==> src/rtl/jt9346_dump_seq.sv <==
// ============================================================================
// jt9346_dump_seq
// Save/load sequencer that streams a whole EEPROM image through the byte-wide
// dump port. A save reads every byte (ascending address) out on a
// valid/ready stream. A load writes every byte from a valid/ready stream
// into the EEPROM.
// Optional build macro: JT9346_AUTOSAVE_EN. When defined, a dirty EEPROM
// starts a save on its own whenever the sequencer is idle and no load is
// requested.
// Revision: 1.0
// ============================================================================
`default_nettype none

module jt9346_dump_seq #(
  parameter int AW = 7
) (
  input  logic          clk,
  input  logic          rst_n,
  input  logic          save_req,
  input  logic          load_req,
  input  logic          abort,
  output logic          busy,
  output logic          done,
  output logic          dirty,
  output logic [7:0]    tx_data,
  output logic          tx_valid,
  input  logic          tx_ready,
  input  logic [7:0]    rx_data,
  input  logic          rx_valid,
  output logic          rx_ready,
  output logic [AW-1:0] dump_addr,
  output logic          dump_we,
  output logic [7:0]    dump_din,
  input  logic [7:0]    dump_dout,
  output logic          dump_clr,
  input  logic          dump_flag
);

  localparam logic [2:0] IDLE    = 3'd0;
  localparam logic [2:0] RD_ADDR = 3'd1;
  localparam logic [2:0] RD_WAIT = 3'd2;
  localparam logic [2:0] RD_SEND = 3'd3;
  localparam logic [2:0] WR_WAIT = 3'd4;
  localparam logic [2:0] WR_STRB = 3'd5;
  localparam logic [2:0] FIN     = 3'd6;

  logic [2:0]    state;
  logic [AW-1:0] addr;
  logic          start_save;
  logic          last_addr;

  // Decide whether an idle sequencer should begin a save this cycle.
  always_comb begin
`ifdef JT9346_AUTOSAVE_EN
    start_save = save_req | (dirty & ~load_req);
`else
    start_save = save_req;
`endif
  end

  assign last_addr = (addr == {AW{1'b1}});
  assign dump_addr = addr;

  // Main sequencer: state, address counter, data registers and clear pulse.
  always_ff @(posedge clk or negedge rst_n) begin
    if (!rst_n) begin
      state    <= IDLE;
      addr     <= '0;
      tx_data  <= 8'h00;
      dump_din <= 8'h00;
      dump_clr <= 1'b0;
      dirty    <= 1'b0;
    end else begin
      dirty    <= dump_flag;
      dump_clr <= 1'b0;
      if (abort && (state != IDLE)) begin
        // Abort outranks everything; completed writes stay in the EEPROM.
        state <= IDLE;
      end else begin
        case (state)
          IDLE: begin
            if (start_save) begin
              state    <= RD_ADDR;
              addr     <= '0;
              // Clearing the flag at save start lets writes made during the
              // save mark the image dirty again.
              dump_clr <= 1'b1;
            end else if (load_req) begin
              state <= WR_WAIT;
              addr  <= '0;
            end
          end
          RD_ADDR: state <= RD_WAIT;
          RD_WAIT: begin
            // The EEPROM read data is valid one cycle after the address.
            tx_data <= dump_dout;
            state   <= RD_SEND;
          end
          RD_SEND: begin
            if (tx_ready) begin
              addr  <= addr + 1'b1;
              state <= last_addr ? FIN : RD_ADDR;
            end
          end
          WR_WAIT: begin
            if (rx_valid) begin
              dump_din <= rx_data;
              state    <= WR_STRB;
            end
          end
          WR_STRB: begin
            addr <= addr + 1'b1;
            if (last_addr) begin
              state    <= FIN;
              // A freshly loaded image matches the host copy: not dirty.
              dump_clr <= 1'b1;
            end else begin
              state <= WR_WAIT;
            end
          end
          FIN:     state <= IDLE;
          default: state <= IDLE;
        endcase
      end
    end
  end

  // Handshake and status outputs decode straight from the state register.
  always_comb begin
    busy     = (state != IDLE);
    done     = (state == FIN);
    tx_valid = (state == RD_SEND);
    rx_ready = (state == WR_WAIT);
    dump_we  = (state == WR_STRB);
  end

endmodule

`default_nettype wire

==> config.mk <==
export PLATFORM = sky130hd
export DESIGN_NAME = jt9346_dump_seq
export DESIGN_NICKNAME = d
export VERILOG_FILES = /design/src/rtl/jt9346_dump_seq.sv
export SDC_FILE = /design/constraint.sdc
export NUM_CORES = 1
export LEC_CHECK = 0
export CAP_MARGIN = 20
export CORE_UTILIZATION = 30
export CTS_BUF_LIST = sky130_fd_sc_hd__clkbuf_8
export CTS_CLUSTER_DIAMETER = 150
export CTS_CLUSTER_SIZE = 12
export DETAILED_ROUTE_END_ITERATION = 6
export DONT_BUFFER_PORTS = 1
export PLACE_DENSITY_LB_ADDON = 0.12
export SETUP_SLACK_MARGIN = 0.3
export SLEW_MARGIN = 30
export SYNTH_ARGS = -nofsm -noshare
export SYNTH_HDL_FRONTEND = slang
export SYNTH_SLANG_ARGS = --single-unit
==> constraint.sdc <==
create_clock -name clk -period 1.54 [get_ports clk]
set_input_delay 0.462 -clock clk [delete_from_list [all_inputs] [get_ports clk]]
set_output_delay 0.462 -clock clk [all_outputs]
set_load 0.005 [all_outputs]
==> results.json <==
{
  "switchingPower_mw": 1.02,
  "status": "complete, but fails checks",
  "synth_edf_count": 0,
  "final_antenna_net_count": 0,
  "port_buffers": 0,
  "dieArea_mm2": 0.00506,
  "timing.hold.ws_ns": 0.214,
  "switching_share_pct": 31.4,
  "synth-compound-area-share_pct": 9.87,
  "synth_top_area_share_pct": 48.9,
  "synth_seq_cells": 28,
  "period_minus_slack_ns": 1.70,
  "avgViaCountPerCell": 5.15,
  "worst-setup-path-type": "reg -> out",
  "maxCapViolCount": 0,
  "drt-wirelength-per-cell_um": 15.5,
  "synthSimpleGateAreaFrac_pct": 21.2,
  "numClockSinks": 28,
  "r2r_start": "state[1]",
  "crit_family": "simple AND/OR/NAND/NOR gates",
  "grt_use_total_pct": 13.7,
  "antenna-diode-count": 0,
  "clockBufferDepth": 2,
  "synthArstFlopShare_pct": 100,
  "holdPathEnd": "dirty",
  "slew_viol_final": 0,
  "synthDistinctLibCells": 39,
  "die_x_um": 71.1,
  "arrival_ns": 1.24,
  "syn_area_per_cell_um2": 10.9,
  "setup_ws_ns": -0.162,
  "fin_cells": 218,
  "synth_flop_cell": "dfrtp_1",
  "syn_area_mm2": 0.00143,
  "dr.pass1.iters": 6,
  "drc": 6,
  "cp-start-kind": "flip-flop",
  "antenna_found_initial": 0,
  "synth_top_family_by_area": "simple AND/OR/NAND/NOR gates",
  "reg2reg_to": "dump_addr[3]",
  "startpoint": "state[0]",
  "period_share_pct": 111,
  "dp.cells": 201,
  "p_int_mw": 2.24,
  "synth-xor-area-share_pct": 0,
  "io_pins": 54,
  "first_global_vias": 1129,
  "root_buffer": "clkbuf_8",
  "reg2reg_slack_ns": -0.11,
  "ys.warnings.count": 0,
  "max_clock_freq_mhz": 588,
  "p_clk_share_pct": 17.5,
  "drt_wl_total_mm": 3.37,
  "setup_viol": 26,
  "clk_pin_slew_ns": 0.10,
  "p_leak_nw": 0.919,
  "synth.area.top_cells": "dfrtp_1 (49%), mux2_2 (13%), nand2_1 (3.4%)",
  "gp_congestion": 0.809,
  "syn_to_final_growth_pct": 44.8,
  "comb_power_share_pct": 45.8,
  "syn-num-nets": 157,
  "pwr-share-seq_pct": 36.7,
  "power.density_mw_per_mm2": 1570,
  "ir_drop_mv": 0.736,
  "cts_tree": "yes",
  "rsz0062_at_grt": "yes",
  "worst_slew_pin_slew_ns": 0.526,
  "hp-start": "dump_flag",
  "synth-adder-area-share_pct": 0.873,
  "initial_core_util_pct": 32.0,
  "holdPathStages": 0,
  "via_count": 1123,
  "crit_chain": "or3b_4 > buf_6 > inv_2",
  "critPathMaxFanout": 3,
  "slew_headroom_pct": 64.7,
  "synth_top_area_cell": "dfrtp_1",
  "worstSkewPairLatency_ns": 0.27,
  "grt_start_max_net_pins": 29,
  "grt_pass1_wl_mm": 5.46,
  "overflow": 0,
  "core_region_area_mm2": 0.00447,
  "drive_gt1_share_pct": 51.8,
  "die_h_um": 71.1,
  "slowest_delay_ns": 0.41,
  "setup.worst_path.end_class": "output port",
  "path_buf_inv": 2,
  "hold_viol": 0,
  "synth_seq_area_share_pct": 48.9,
  "layout.nets": 192,
  "skew_ns": 0.00355,
  "hpwl_mm": 2.40,
  "drt_iter0_drc": 46,
  "cts_buffers": 3,
  "rows": 24,
  "slowest_stage": "or3b_4",
  "crit_required_ns": 1.08,
  "cts.htree.levels": 1,
  "hp-class": "in -> reg",
  "muxShareOfSynthArea_pct": 16.2,
  "syn_inst": 132,
  "reg2reg_depth": 7,
  "violations": "DRC, setup timing"
}
[layer usage]
layer  share of wire, %  GRT usage (%)  up-vias
met2                 47           23.0       38
met5                  0              0        -
met4                1.0           3.11        0
met3                6.5           2.99        4
met1                 45           18.2      542
li1                   -              -      539
[flip-flops by register name, summed over array words and instances, names as in the netlist]
signal	flops
tx_data	8
dump_clr	1
state	3
dump_din	8
dirty	1
dump_addr	7
[worst register-to-register path, stage by stage (launching register included)]
cell and delay (ns):
dfrtp_1 0.42, buf_4 0.15, buf_4 0.13, and4bb_2 0.31, nand4_1 0.14, buf_4 0.18, o31ai_2 0.06, mux2i_1 0.21
[kinds of logic (layout without fill, tap and decap cells)]
| group | Yosys count | after routing |
|---|---|---|
| compound gates | 19 | 19 |
| mux | 21 | 21 |
| buf+inv | 9 | 43 |
| simple gates | 54 | 54 |
| fa+ha+maj | 1 | 1 |
| flops | 28 | 28 |
[synth_stat cells (2+ instances only)]
cell type and instances:
nand2b_1 5, mux2i_1 4, inv_1 3, nand3b_1 3, clkbuf_1 4, nand2_1 13
a21o_1 2, nor2_1 9, o31ai_1 2, nand3_1 4, nor2b_1 4, and2_1 2
a21oi_1 2, nor3_1 2, nand4_1 2, o21ai_0 3, o22ai_1 2, mux2_2 17
or3_1 2, dfrtp_1 28
[metrics by stage]
stage / total power [mW] / setup slack [ns] / area, µm² / TNS (ns) / utilization [%]
floorplan: 2.01 / -0.0950 / 1510 / -0.206 / -
finish: 3.26 / -0.162 / 2070 / -1.55 / 46.4
global route: 3.47 / -0.219 / 2070 / -3.46 / 46.4
CTS: 3.25 / -0.180 / 2040 / -1.57 / 45.6
detailed placement: 2.37 / -0.0833 / 1730 / -0.569 / 38.7
global placement: 2.35 / -0.0763 / 1730 / -0.378 / 38.7
[layout make-up]
| class | count | area (µm²) |
|---|---|---|
| well taps | 52 | 65.1 |
| multi-input cells | 95 | 858 |
| clock buffers | 3 | 41.3 |
| flip-flops and latches | 28 | 706 |
| inverters | 3 | 11.3 |
| clock inverters | 1 | 30.0 |
| repair buffers | 36 | 363 |
| fillers | 405 | 2400 |
[timing repair]
action	4_1_cts	5_1_grt
hold buffers	2	0
endpoints found under the setup margin	37	39
endpoints found under the hold margin	28	0
cloned	0	0
setup buffers	9	2
pin swaps	15	7
gates resized for setup	38	7
[power by group through the flow]
| stage | clock network [mW] | logic (mW) | registers, mW |
|---|---|---|---|
| after CTS | 0.596 | 1.46 | 1.20 |
| after global placement | 0 | 1.13 | 1.22 |
| after global routing | 0.619 | 1.62 | 1.23 |
| final | 0.572 | 1.49 | 1.20 |
| after floorplan | 0 | 0.837 | 1.18 |
| after detailed placement | 0 | 1.14 | 1.23 |
[cell usage in the layout (no fill, tap or decap), types with 2 or more instances in the layout]
cell       n
a21o_1     2
and2_1     2
buf_12     3
buf_4     18
buf_6     14
clkbuf_8   3
dfrtp_1   24
dfrtp_2    4
inv_1      2
mux2_2     8
mux2_4     9
mux2i_1    4
nand2_1   12
nand2b_1   5
nand3_1    3
nand3b_1   3
nand4_1    2
nor2_1     7
nor2_4     2
nor2b_1    2
nor2b_4    2
o21ai_2    2
o31ai_2    2
or3_1      2
[worst max-delay path by stage]
stage | end | slack, ns | depth (start not counted)
2_1_floorplan | state[0] | -0.09 | 5
3_3_place_gp | state[0] | -0.08 | 4
3_5_place_dp | state[0] | -0.08 | 4
4_1_cts | rx_ready | -0.18 | 3
5_1_grt | dump_addr[3] | -0.22 | 7
6_report | rx_ready | -0.16 | 3
Power figures use the tool's default switching activity.
